==> src/rtl/rf_pkg.sv <==
// Shared defaults and types for the multi-port register file and its scoreboard.
package rf_pkg;

  localparam int XLEN_DEFAULT  = 32;
  localparam int NREGS_DEFAULT = 32;
  localparam int ZERO_REG      = 0;

  typedef logic [$clog2(NREGS_DEFAULT)-1:0] reg_idx_t;
  typedef logic [XLEN_DEFAULT-1:0]          xlen_t;

endpackage

==> src/rtl/rf_scoreboard.sv <==
// Per-register busy bits: set on issue, cleared on writeback, issue wins a same-cycle tie.
module rf_scoreboard
  import rf_pkg::*;
#(
  parameter int NREGS  = NREGS_DEFAULT,
  parameter int NUM_WR = 1,
  parameter int AW     = $clog2(NREGS)
) (
  input  logic                       clk,
  input  logic                       rst,
  input  logic                       iss_valid_i,
  input  logic [AW-1:0]              iss_rd_i,
  input  logic [NUM_WR-1:0]          we_i,
  input  logic [NUM_WR-1:0][AW-1:0]  waddr_i,
  output logic [NREGS-1:0]           busy_o
);

  logic [NREGS-1:0] busy_q, busy_d;

  // NOTE: every variable in an always_comb gets a default first, so no path leaves it unassigned and no latch is inferred.
  always_comb begin
    busy_d = busy_q;
    for (int w = 0; w < NUM_WR; w++) begin
      if (we_i[w]) busy_d[waddr_i[w]] = 1'b0;
    end
    // Applied after the clears: a new producer supersedes the completing one.
    if (iss_valid_i) busy_d[iss_rd_i] = 1'b1;
    busy_d[ZERO_REG] = 1'b0;
  end

  // NOTE: sequential state uses non-blocking assignments so every flop samples pre-edge values.
  always_ff @(posedge clk) begin
    if (rst) busy_q <= '0;
    else     busy_q <= busy_d;
  end

  assign busy_o = busy_q;

endmodule

==> src/rtl/regfile_mp.sv <==
// Multi-port integer register file with write-to-read bypass and a busy scoreboard.
module regfile_mp
  import rf_pkg::*;
#(
  parameter int XLEN   = XLEN_DEFAULT,
  parameter int NREGS  = NREGS_DEFAULT,
  parameter int NUM_RD = 2,
  parameter int NUM_WR = 1,
  parameter bit BYPASS = 1'b1
) (
  input  logic                                   clk,
  input  logic                                   rst,
  input  logic [NUM_WR-1:0]                      we,
  input  logic [NUM_WR-1:0][$clog2(NREGS)-1:0]   waddr,
  input  logic [NUM_WR-1:0][XLEN-1:0]            wdata,
  input  logic [NUM_RD-1:0][$clog2(NREGS)-1:0]   raddr,
  output logic [NUM_RD-1:0][XLEN-1:0]            rdata,
  output logic [NUM_RD-1:0]                      rbusy,
  input  logic                                   iss_valid,
  input  logic [$clog2(NREGS)-1:0]               iss_rd,
  output logic [NREGS-1:0]                       busy_vec
);

  localparam int AW = $clog2(NREGS);

  logic [NREGS-1:0][XLEN-1:0] mem_q, mem_d;
  logic [NUM_RD-1:0]          wr_hit;
  logic [NUM_RD-1:0][XLEN-1:0] byp_data;

  rf_scoreboard #(
    .NREGS  (NREGS),
    .NUM_WR (NUM_WR),
    .AW     (AW)
  ) u_scoreboard (
    .clk         (clk),
    .rst         (rst),
    .iss_valid_i (iss_valid),
    .iss_rd_i    (iss_rd),
    .we_i        (we),
    .waddr_i     (waddr),
    .busy_o      (busy_vec)
  );

  // Ascending port order lets the highest-indexed port win an address conflict.
  always_comb begin
    mem_d = mem_q;
    for (int w = 0; w < NUM_WR; w++) begin
      if (we[w] && waddr[w] != AW'(ZERO_REG)) mem_d[waddr[w]] = wdata[w];
    end
    mem_d[ZERO_REG] = '0;
  end

  // NOTE: the array is cleared on reset because software may read any register before writing it.
  always_ff @(posedge clk) begin
    if (rst) mem_q <= '0;
    else     mem_q <= mem_d;
  end

  always_comb begin
    wr_hit   = '0;
    byp_data = '0;
    rdata    = '0;
    rbusy    = '0;
    for (int r = 0; r < NUM_RD; r++) begin
      for (int w = 0; w < NUM_WR; w++) begin
        if (we[w] && waddr[w] == raddr[r]) begin
          wr_hit[r]   = 1'b1;
          byp_data[r] = wdata[w];
        end
      end
      rdata[r] = mem_q[raddr[r]];
      rbusy[r] = busy_vec[raddr[r]];
      if (BYPASS && wr_hit[r]) begin
        rdata[r] = byp_data[r];
        rbusy[r] = 1'b0;
      end
      if (raddr[r] == AW'(ZERO_REG)) begin
        rdata[r] = '0;
        rbusy[r] = 1'b0;
      end
    end
  end

endmodule

==> config.mk <==
export PLATFORM = sky130hd
export DESIGN_NAME = regfile_mp
export DESIGN_NICKNAME = d
export VERILOG_FILES = /design/src/rtl/rf_pkg.sv /design/src/rtl/rf_scoreboard.sv /design/src/rtl/regfile_mp.sv
export SDC_FILE = /design/constraint.sdc
export NUM_CORES = 2
export LEC_CHECK = 0
export BUFFER_PORTS_ARGS = -buffer_cell sky130_fd_sc_hd__buf_2
export CORE_MARGIN = 1.5
export CORE_UTILIZATION = 45
export CTS_BUF_LIST = sky130_fd_sc_hd__clkbuf_16
export DETAILED_ROUTE_END_ITERATION = 8
export GPL_TIMING_DRIVEN = 0
export SLEW_MARGIN = 5
export SYNTH_ARGS = -nofsm -noshare
export SYNTH_HDL_FRONTEND = slang
export SYNTH_SLANG_ARGS = --single-unit
export TNS_END_PERCENT = 50
==> constraint.sdc <==
create_clock -name clk -period 2.5 [get_ports clk]
set_clock_uncertainty 0.15 [all_clocks]
set_input_delay 0.125 -clock clk [delete_from_list [all_inputs] [get_ports clk]]
set_output_delay 0.125 -clock clk [all_outputs]
set_load 0.005 [all_outputs]
==> results.cfg <==
[cells_and_area]
drive_gt1_frac = 0.239
fin_nets = 6478
syn_to_final_growth_pct = 20.5
final_util = 0.547
fin_cells = 8050
nFillCells = 10781

[yosys]
synth_top_area_cell = dfxtp_1
ys_seq_area_frac = 0.389
synth_fp_nets = 6126
synth_cells = 6070
synthDistinctLibCells = 57
synth_edf_count = 0
ys_warn_count = 0
syn_avg_cell_area_um2 = 8.67
synth-main-ff-cell = dfxtp_1
ys_ff_latch = 1023
async_reset_ff_frac = 0
synth_most_common_cell = nand2_1
synth_common_cells = nand2_1, a21oi_1, dfxtp_1
synth_top_area_share = 0.389
syn_area_um2 = 52600
ys_top_cells_by_area = dfxtp_1, mux4_2, nand2_1, a21oi_1, clkbuf_1

[place]
hpwlAfterDp_um = 233000
gp_congestion = 1.07
dp_cells = 7709
io_buffers = 112

[timing]
min_period_ns = 3.07
setup_ws_ns = -0.565
worst_pin_slew_ns = 1.41
finalHoldViolCount = 0
fin_crit_sh = 1.23
max_freq_mhz = 326
rsz0062_at_grt = true
finalSetupViolCount = 165
relSlewSlack = 0.0595
slew_violations = 0

[cts]
clock_path_buffers = 3
path_clk_slew_ns = 0.06
clock_sinks = 1023
cts_made_buffers = 115
insertion_delay_ns = 0.78
cts_tree = built
cts_root_buf = clkbuf_16
htree_levels = 3

[die]
ios = 154
die_y_um = 345
die_x_um = 345
start_util = 0.453
coreArea_um2 = 116000
dieArea_um2 = 119000
num_rows = 125

[critical_path]
rrSetupSlack_ns = 0.83
path_max_fanout = 10
worst-endpoint-arrival_ns = 2.79
worstSetupPathType = primary input to primary output
critPathRequiredTime_ns = 2.23
ff2ff_path_depth = 2
rr_endpoint = mem_q[76]
r2r-start = mem_q[76]
cp-start-kind = primary input
crit_path_end_kind = primary output

[power_and_ir_drop]
leakage_uw = 0.0212
powerDensity_nw_per_um2 = 623
pwr-share-seq = 0.419
p_switching_uw = 11800
vdd_drop_max_uv = 615
power.share.combinational = 0.134
switching_share = 0.298
power.share.clock = 0.448
intPower_uw = 27700

[run]
cap_violations = 0

[global_routing]
grt_max_degree = 17
grt_pass1_wl_um = 406000
antenna_found_initial = 16
track_usage = 0.505
grt_pass1_vias = 47791
grt-ovfl-total = 0

[detailed_routing]
avgViaCountPerCell = 6.69
wl_per_cell_um = 38.2
ant_nets = 0
vias = 53858
drtIter0Drc = 9085
drt-total-wl_um = 308000
drc = 0
dr.pass1.iters = 6

[worst_hold_path]
hp-start = wdata[25]
whs_path_depth = 4
hold_class = primary input to flop
hold_end = mem_q[89]

[status]
status = finished with violations
violations = negative setup slack
==> layout by cell type (no fill, tap or decap), types with 48 or more instances in the layout <==
cell,count
buf_4,91
nor2_1,106
buf_6,69
dfxtp_2,150
clkbuf_16,116
mux4_2,459
a22oi_1,52
dfxtp_1,872
buf_2,137
dlygate4sd3_1,48
mux2_2,58
clkbuf_1,391
a21oi_1,1013
mux2i_1,55
nand2_1,2123
==> stage by stage <==
step	instance area, um^2	setup WS, ns	hold WS (ns)	TNS [ns]	total power [uW]
6_report	63400	-0.565	0.0575	-26.50	39500
5_1_grt	63400	-0.542	0.0949	-20.45	39800
4_1_cts	62400	-0.515	0.0516	-20.26	38800
3_5_place_dp	55100	-2.13	0.280	-536.15	21200
3_3_place_gp	55100	-2.37	0.282	-627.14	21200
2_1_floorplan	52600	0.438	0.246	0	18900
==> layout make-up <==
cell class | instances | area (um^2) | share of cell area
clock buffer | 116 | 2900 | 0.0458
tap | 1524 | 1910 | 0.0301
clock inverter | 98 | 865 | 0.0136
multi-input combinational | 4399 | 30900 | 0.487
sequential | 1023 | 20700 | 0.326
antenna | 7 | 17.5 | 0.000276
timing repair buffer | 241 | 2010 | 0.0316
inverter | 3 | 11.3 | 0.000178
buffer | 639 | 4140 | 0.0653
==> registers in the layout (all words and copies together) (netlist names) <==
name and flops:
mem_q 992, u_scoreboard.busy_o 31
==> repair_timing <==
| action | 4_1_cts | 5_1_grt |
|---|---|---|
| gates cloned | 3 | 0 |
| hold buffers | 48 | 0 |
| pin swaps | 101 | 83 |
| hold endpoints to repair | 534 | 0 |
| endpoints found under the setup margin | 84 | 132 |
| gates resized for setup | 650 | 259 |
| buffers inserted | 56 | 19 |
==> kinds of logic after synthesis <==
family                    share of synthesized area
other                                     0.0000713
DFF                                           0.389
buffers and inverters                        0.0568
xor gates and xnor gates                    0.00166
and+or+nand+nor                               0.179
muxes                                         0.223
AOI/OAI and AO/OA                             0.150
==> critical path: stages <==
cell	delay, ns
buf_2	0.18
clkbuf_2	0.51
clkbuf_1	1.09
nand3_2	0.36
a32o_1	0.37
buf_6	0.14
==> per-layer routing <==
layer,vias to the layer above,GRT usage,routed length (um)
li1,22006,-,-
met1,26615,0.647,112000
met2,4284,0.691,122000
met3,935,0.213,48000
met4,18,0.323,24800
met5,-,0.0104,347
==> power by group through the flow <==
stage | registers, uW | logic (uW) | clock network [uW]
finish | 16500 | 5280 | 17700
global route | 16500 | 5180 | 18100
CTS | 16500 | 4820 | 17500
detailed placement | 16900 | 4280 | 0
global placement | 16900 | 4270 | 0
floorplan | 16800 | 2090 | 0
==> how the worst max path moves through the flow <==
stage	from	end	slack (ns)	cells past startpoint
after CTS	mem_q[1004]	rdata[44]	-0.51	5
after global placement	raddr[7]	rbusy[1]	-2.37	8
final	raddr[9]	rdata[46]	-0.57	6
after global routing	mem_q[992]	rdata[0]	-0.54	5
after floorplan	raddr[5]	rdata[55]	0.44	8
after detailed placement	raddr[6]	rdata[45]	-2.13	9
No activity file was read; power rests on OpenSTA's default activity.
